<file path="config.mk">
export PLATFORM = sky130hd
export DESIGN_NAME = mux_sel_pipe
export DESIGN_NICKNAME = d
export VERILOG_FILES = /design/src/rtl/mux_pkg.sv /design/src/rtl/mux_sel_core.sv /design/src/rtl/mux_sel_pipe.sv
export SDC_FILE = /design/constraint.sdc
export NUM_CORES = 1
export LEC_CHECK = 0
export BUFFER_PORTS_ARGS = -buffer_cell sky130_fd_sc_hd__buf_2
export CORE_ASPECT_RATIO = 0.7
export CORE_MARGIN = 1.5
export CORE_UTILIZATION = 44
export DETAILED_ROUTE_END_ITERATION = 12
export HOLD_SLACK_MARGIN = 0.12
export PLACE_DENSITY = 0.85
export RECOVER_POWER = 100
export SLEW_MARGIN = 40
export SYNTH_ARGS = -nofsm -noshare
export SYNTH_HDL_FRONTEND = slang
export SYNTH_SLANG_ARGS = --single-unit
</file>
<file path="constraint.sdc">
create_clock -name clk -period 1.56 [get_ports clk]
set_clock_uncertainty 0.15 [all_clocks]
set_input_delay 0.234 -clock clk [delete_from_list [all_inputs] [get_ports clk]]
set_output_delay 0.234 -clock clk [all_outputs]
set_load 0.01 [all_outputs]
</file>
<file path="src/rtl/mux_pkg.sv">
// Shared types and constants for the registered operand multiplexer.
package mux_pkg;

  typedef enum logic [1:0] {
    EMPTY = 2'd0,
    ONE   = 2'd1,
    TWO   = 2'd2
  } buf_state_t;

  localparam int ERR_CNT_W = 8;
  localparam logic [31:0] DEFAULT_CONST_VAL = 32'd4;

endpackage

</file>
<file path="src/rtl/mux_sel_core.sv">
// Combinational channel select with optional constant slot and out-of-range detect.
// Optional feature macro: MUX_CONST_EN (replaces channel CONST_IDX with CONST_VAL).
module mux_sel_core
  import mux_pkg::*;
#(
  parameter int WIDTH = 32,
  parameter int NUM_IN = 5,
  parameter int SEL_W = 3,
  parameter int CONST_IDX = 1,
  parameter logic [WIDTH-1:0] CONST_VAL = WIDTH'(DEFAULT_CONST_VAL)
) (
  input  logic [NUM_IN*WIDTH-1:0] data_in,
  input  logic [SEL_W-1:0]        selector,
  output logic [WIDTH-1:0]        word,
  output logic                    out_of_range
);

`ifdef MUX_CONST_EN
  localparam bit CONST_EN = 1'b1;
`else
  localparam bit CONST_EN = 1'b0;
`endif

  logic [31:0] sel_ext;

  assign sel_ext = {{(32-SEL_W){1'b0}}, selector};

  // Out-of-range codes fall back to channel 0 and are flagged for the error counter.
  always_comb begin
    word = data_in[WIDTH-1:0];
    out_of_range = (sel_ext >= NUM_IN);
    for (int k = 0; k < NUM_IN; k++) begin
      if (sel_ext == k) begin
        word = data_in[k*WIDTH +: WIDTH];
      end
    end
    if (CONST_EN && (sel_ext == CONST_IDX)) begin
      word = CONST_VAL;
    end
  end

endmodule

</file>
<file path="src/rtl/mux_sel_pipe.sv">
// Registered operand mux with a 2-entry skid buffer and out-of-range error counter.
// Optional feature macro: MUX_CONST_EN (constant word on channel CONST_IDX).
module mux_sel_pipe
  import mux_pkg::*;
#(
  parameter int WIDTH = 32,
  parameter int NUM_IN = 5,
  parameter int SEL_W = 3,
  parameter int CONST_IDX = 1,
  parameter logic [WIDTH-1:0] CONST_VAL = WIDTH'(DEFAULT_CONST_VAL)
) (
  input  logic                    clk,
  input  logic                    reset,
  input  logic [NUM_IN*WIDTH-1:0] data_in,
  input  logic [SEL_W-1:0]        selector,
  input  logic                    in_valid,
  output logic                    in_ready,
  output logic [WIDTH-1:0]        data_out,
  output logic                    out_valid,
  input  logic                    out_ready,
  input  logic                    err_clr,
  output logic                    sel_err,
  output logic [ERR_CNT_W-1:0]    err_count
);

  buf_state_t       state;
  logic [WIDTH-1:0] head;
  logic [WIDTH-1:0] skid;
  logic [WIDTH-1:0] sel_word;
  logic             sel_bad;
  logic             accept;
  logic             deliver;

  mux_sel_core #(
    .WIDTH     (WIDTH),
    .NUM_IN    (NUM_IN),
    .SEL_W     (SEL_W),
    .CONST_IDX (CONST_IDX),
    .CONST_VAL (CONST_VAL)
  ) u_core (
    .data_in      (data_in),
    .selector     (selector),
    .word         (sel_word),
    .out_of_range (sel_bad)
  );

  assign in_ready  = !reset && (state != TWO);
  assign out_valid = (state != EMPTY);
  assign data_out  = head;
  assign accept    = in_valid && in_ready;
  assign deliver   = out_valid && out_ready;

  // Skid buffer: the head is always the oldest word, skid only fills on a stalled accept.
  always_ff @(posedge clk) begin
    if (reset) begin
      state <= EMPTY;
      head  <= '0;
      skid  <= '0;
    end else begin
      unique case (state)
        EMPTY: begin
          if (accept) begin
            head  <= sel_word;
            state <= ONE;
          end
        end
        ONE: begin
          if (accept && deliver) begin
            head <= sel_word;
          end else if (accept) begin
            skid  <= sel_word;
            state <= TWO;
          end else if (deliver) begin
            state <= EMPTY;
          end
        end
        TWO: begin
          if (deliver) begin
            head  <= skid;
            state <= ONE;
          end
        end
        default: state <= EMPTY;
      endcase
    end
  end

  // A fresh error accept takes priority over a simultaneous clear.
  always_ff @(posedge clk) begin
    if (reset) begin
      sel_err   <= 1'b0;
      err_count <= '0;
    end else if (accept && sel_bad) begin
      sel_err <= 1'b1;
      if (err_clr) begin
        err_count <= ERR_CNT_W'(1);
      end else if (err_count != {ERR_CNT_W{1'b1}}) begin
        err_count <= err_count + ERR_CNT_W'(1);
      end
    end else if (err_clr) begin
      sel_err   <= 1'b0;
      err_count <= '0;
    end
  end

endmodule

</file>
## Word-level counts from Yosys, hierarchy flattened

Index checks and enable logic that the tools add are counted.

| operators by class | value |
|---|---|
| $add $sub $neg | 1 |
| order comparisons | 1 |
| equality and inequality tests | 13 |
| multiplexer cells | 20 |
| bitwise operators | 1 |
| reductions and logical operators | 15 |

Operators by type and width:

| cell | number |
|---|---|
| $mux 32 | 7 |
| $pmux 32 s3 | 1 |
| $mux 8 | 4 |
| $mux 2 | 5 |
| $ne 2x2->1 const B | 5 |
| $add 8x1->8 const B | 1 |
| $ne 8x8->1 const B | 1 |
| $reduce_and 4->1 | 2 |
| $eq 3x2->1 const B | 2 |
| $pmux 2 s3 | 1 |
| $reduce_bool 2->1 | 3 |
| $logic_and 1x1->1 | 5 |
| $eq 3x1->1 const B | 1 |
| $eq 3x3->1 const B | 1 |
| $ge 3x3->1 const B | 1 |
| $ne 3x3->1 const B | 1 |
| $reduce_and 3->1 | 1 |
| $reduce_bool 3->1 | 1 |
| $eq 2x1->1 const B | 1 |
| $eq 2x2->1 const B | 1 |
| $logic_not 2->1 | 1 |
| $mux 1 | 2 |
| $reduce_and 2->1 | 1 |
| $logic_not 1->1 | 1 |
| $not 1->1 | 1 |

| storage, ports and cells | value |
|---|---|
| register bits | 75 |
| input port bits | 168 |
| output and inout bits | 43 |
| logic and storage cells | 56 |

## Depth between registers and ports, before layout

| depth | value |
|---|---|
| word-level depth | 7 |
| depth in mapped cells | 7 |
| mapped depth without buffers | 5 |

## Hierarchy

From an unflattened synthesis, not the netlist that was laid out.

| second synthesis, totals | value |
|---|---|
| cell total of the unflattened synthesis | 619 |
| area total of the unflattened synthesis | 4793.3 µm² |

By module, submodules not included:

| module | times used | cells an instance | area each (µm²) | seq. area each (µm²) |
|---|---|---|---|---|
| mux_sel_pipe | 1 | 392 | 3210.6 | 1501.4 |
| mux_sel_core | 1 | 227 | 1582.8 | 0.0 |

## Worst setup path after synthesis

No wires, ideal clock.

| timing | value |
|---|---|
| kind | reg-to-reg |
| start point | reg err_count[0] |
| end point | reg err_count[2] |
| library setup time | 0.116 ns |
| arrival | 1.436 ns |
| required time | 1.294 ns |
| setup slack | -0.142 ns |
| stages on the path, launching flop included | 6 |
| buffers on the path | 0 |
| period minus slack after synthesis | 1.702 ns |
| cell sequence | dfxtp_1 > ha_1 > nand2_1 > nor3_1 > nor3_1 > a31o_2 |

| between the ends | value |
|---|---|
| longest elaborated chain between the ends | 4 |
| elaborated cells on any way between the ends | 7 |
| those cells by class | add/sub (1); eq/ne (1); mux (3); reduce/logical (2) |

RTL lines:

| element | line | source |
|---|---|---|
| start: declaration | mux_sel_pipe.sv:23 | `output logic [ERR_CNT_W-1:0] err_count` |
| start signal: assignment | mux_sel_pipe.sv:98 | `err_count <= err_count + ERR_CNT_W'(1);` |
| $add 8x1->8 | mux_sel_pipe.sv:98 |  |
| $mux 8 | mux_sel_pipe.sv:97 | `end else if (err_count != {ERR_CNT_W{1'b1}}) begin` |
| $mux 8 | mux_sel_pipe.sv:95 | `if (err_clr) begin` |
| $mux 8 | mux_sel_pipe.sv:93 | `end else if (accept && sel_bad) begin` |

Several ways; a longest one is shown, not always the timed one. The select of a mux whose other input is x is not followed.
A chain may end at the register's enable or synchronous reset.

## Worst setup path after layout

| timing | value |
|---|---|
| start point | reg state[1] |
| end point | reg head[27], in the netlist data_out[27] |

| between the ends | value |
|---|---|
| longest elaborated chain between the ends | 6 |
| elaborated cells on any way between the ends | 15 |
| those cells by class | eq/ne (6); mux (1); reduce/logical (8) |

RTL lines:

| element | line | source |
|---|---|---|
| start: declaration | mux_sel_pipe.sv:26 | `buf_state_t state;` |
| start signal: assignment | mux_sel_pipe.sv:56 | `state <= EMPTY;` |
| start signal: assignment | mux_sel_pipe.sv:64 | `state <= ONE;` |
| start signal: assignment | mux_sel_pipe.sv:72 | `state <= TWO;` |
| $ne 2x2->1 | mux_sel_pipe.sv:47 | `assign in_ready = !reset && (state != TWO);` |
| $logic_and 1x1->1 | mux_sel_pipe.sv:47 |  |
| $logic_and 1x1->1 | mux_sel_pipe.sv:50 | `assign accept = in_valid && in_ready;` |
| $logic_and 1x1->1 | mux_sel_pipe.sv:68 | `if (accept && deliver) begin` |
| $ne 2x2->1 (no line) | -- |  |
| $reduce_and 4->1 (no line) | -- |  |
| end signal: assignment | mux_sel_pipe.sv:63 | `head <= sel_word;` |
| end signal: assignment | mux_sel_pipe.sv:69 | `head <= sel_word;` |
| end signal: assignment | mux_sel_pipe.sv:79 | `head <= skid;` |
| end: declaration | mux_sel_pipe.sv:27 | `logic [WIDTH-1:0] head;` |

Several ways; a longest one is shown, not always the timed one.

==> impl_metrics.tcl <==
set metrics [dict create \
    ys_ff_latch 75 \
    clkLatencyLatePin_ns 0.32 \
    drc 0 \
    min_period_over_period 1.01 \
    synth_fp_nets 784 \
    grt_first_pass_wirelength_mm 25.4 \
    synth_area_leaders "dfxtp_1 (30%), a211oi_1 (9.0%), mux2i_1 (6.8%), o21ai_0 (5.6%), o2bb2ai_1 (5.6%)" \
    syn_inst 615 \
    grt_pass1_vias 5301 \
    clock_path_buffers 2 \
    coreArea_sq_um 11100 \
    end_kind "flip-flop" \
    stdcell_count 1015 \
    yosysSeqAreaShare 0.301 \
    r2r-end "data_out[27]$_SDFFE_PP0P_" \
    cts_buffers 9 \
    worst_pin_slew_ns 0.320 \
    synth_ff_type "dfxtp_1" \
    setup_ws_ns -0.0223 \
    avgRoutedWirePerCell_um 17.1 \
    hold_start "data_in[134]" \
    antenna_found_initial 1 \
    vias_per_cell 5.70 \
    rr_worst_depth 6 \
    dieArea_sq_um 12000 \
    finalNetCount 1027 \
    rsz0062_at_grt "true" \
    clkTransAtPathRegs_ns 0.06 \
    min_period_ns 1.58 \
    power.density_nw_per_um2 736 \
    cts_tree "built" \
    drive_gt1_frac 0.381 \
    place_inst 982 \
    synth_top_cell_area_share 0.301 \
    slew_violations 0 \
    cts_sinks 75 \
    fmax_mhz 632 \
    ioPinCount 211 \
    die_y_um 92.1 \
    whs_path_depth 4 \
    cp.arrival_ns 1.64 \
    synth_top_area_cell "dfxtp_1" \
    htreeDepth 3 \
    yosysWarnings 0 \
    post-place-ws_ns -0.200 \
    outcome "finished with violations" \
    wl_mm 17.4 \
    areaGrowthSynthToFinish_pct 46.4 \
    min_to "data_out[6]$_SDFFE_PP0P_" \
    relSlewSlack 0.785 \
    placementRows 32 \
    grt_max_degree 53 \
    drtIter0Drc 393 \
    final_common_cell "buf_2" \
    vias 5788 \
    worstPathMaxFanout 12 \
    die_w_um 130 \
    critPathRequiredTime_ns 1.61 \
    synth.distinct_cells 51 \
    max-cap-violations 0 \
    firstDrtPassIters 5 \
    criticalPathCategory "flip-flop to flip-flop" \
    finalHoldViolCount 0 \
    drt.antenna.violating_nets 0 \
    nFillCells 940 \
    hp-class "input port to flip-flop" \
    setup_viol 9 \
    io_buffer_count 210 \
    synth_area_sq_um 4990 \
    r2r-start "state[1]$_SDFFE_PP0P_" \
    irDropWorstVdd_mv 0.532 \
    async_flop_share 0 \
    synth.avg_cell_area_sq_um 8.12 \
    gp_congestion 0.890 \
    leakage_nw 3.09 \
    start_util 0.452 \
    violations "negative setup slack" \
    grt_usage 0.268 \
    crit_path_start_kind "flip-flop" \
    grt-ovfl-total 0 \
    final_cell_mix "buf_2 (176), dfxtp_1 (69), nor2_1 (64), o21ai_0 (53), buf_4 (51)" \
    synth_edf_count 0 \
    clock-root-buffer "clkbuf_16" \
    reg2reg_slack_ns -0.02 \
    hpwl_mm 12.2 \
]
## state kept, by name (all words and copies together) (netlist names)
signal and flops:
skid 32, err_count 8, data_out 32, state 2, sel_err 1
## stage by stage
step | instance area, sq um | hold WS (ns) | total power, mW | setup TNS, ns | util
finish | 7310 | 0.162 | 5.38 | -0.0516 | 0.662
global route | 7310 | 0.179 | 5.63 | -2.62 | 0.662
CTS | 7040 | 0.144 | 5.35 | -0.103 | 0.637
detailed placement | 6570 | 0.294 | 3.51 | -8.23 | 0.595
global placement | 6570 | 0.292 | 3.49 | -5.74 | 0.595
floorplan | 5020 | 0.157 | 2.90 | 0 | -
## synth_stat cells, drive strengths merged (2+ instances only)
master,instances
dfxtp,75
nor2,72
o21ai,63
a211oi,60
a21oi,35
a22oi,34
mux2i,34
clkbuf,33
nor3b,33
o21bai,32
o2bb2ai,32
and2,28
buf,27
nand2,6
nor3,6
inv,4
nand3,4
a221oi,3
nand2b,3
o211ai,3
or2,3
a22o,2
a31o,2
a31oi,2
nor2b,2
o31ai,2
## area by class of cell
cell class                 count  area, sq um  area share
timing repair buffer         292         1930       0.263
antenna                        1         2.50    0.000342
inverter                       4         15.0     0.00205
tap                          153          191      0.0262
sequential                    75         1520       0.208
clock buffer                  10          229      0.0313
multi-input combinational    476         3410       0.466
clock inverter                 4         20.0     0.00274
## kinds of logic (layout without fill, tap and decap cells)
| kind of cell | count (synthesis) | count (layout) | synth area share |
|---|---|---|---|
| flops | 75 | 75 | 0.301 |
| simple gates | 165 | 165 | 0.184 |
| other cells | 0 | 1 | 0 |
| mux | 34 | 34 | 0.0681 |
| buf+inv | 64 | 310 | 0.0671 |
| fa+ha+maj | 1 | 1 | 0.00250 |
| compound gates | 276 | 276 | 0.378 |
## per-layer routing
layer / share of wire / GRT usage / vias up
met5: 0 / 0 / -
met1: 0.43 / 0.334 / 2668
li1: - / - / 2824
met3: 0.089 / 0.0659 / 16
met4: 0.012 / 0.0540 / 0
met2: 0.47 / 0.468 / 280
## worst max-delay path by stage
stage	from	endpoint	slack [ns]	cells after the start
finish	state[1]$_SDFFE_PP0P_	data_out[27]$_SDFFE_PP0P_	-0.02	6
floorplan	err_count[0]$_SDFFE_PP0P_	err_count[0]$_SDFFE_PP0P_	0.001	5
global route	state[1]$_SDFFE_PP0P_	data_out[27]$_SDFFE_PP0P_	-0.08	6
global placement	reset	data_out[16]$_SDFFE_PP0P_	-0.15	6
CTS	state[1]$_SDFFE_PP0P_	err_count[5]$_SDFFE_PP0P_	-0.02	5
detailed placement	selector[0]	skid[31]$_SDFFE_PP0P_	-0.20	7
## critical path, stage by stage (launching register included)
cell and delay [ns]:
dfxtp_4 0.36, nor2b_4 0.14, buf_8 0.12, buf_4 0.18
buf_4 0.19, a211oi_1 0.20, o2bb2ai_1 0.11
## power by group
| group | leakage [nW] | internal (mW) | total (mW) | switching (mW) |
|---|---|---|---|---|
| registers | 0.617 | 2.04 | 2.12 | 0.0816 |
| clock network | 0.128 | 1.05 | 1.79 | 0.747 |
| logic | 2.35 | 0.707 | 1.46 | 0.757 |
| total | 3.09 | 3.80 | 5.38 | 1.59 |
## repair_timing
| item | CTS | global route |
|---|---|---|
| endpoints found under the setup margin | 71 | 72 |
| endpoints found under the hold margin | 6 | 0 |
| gates resized for setup | 15 | 54 |
| pin swaps | 7 | 27 |
| hold buffers | 6 | 0 |
| buffers inserted | 4 | 4 |
| gates cloned | 2 | 3 |
Power figures use the tool's default switching activity.
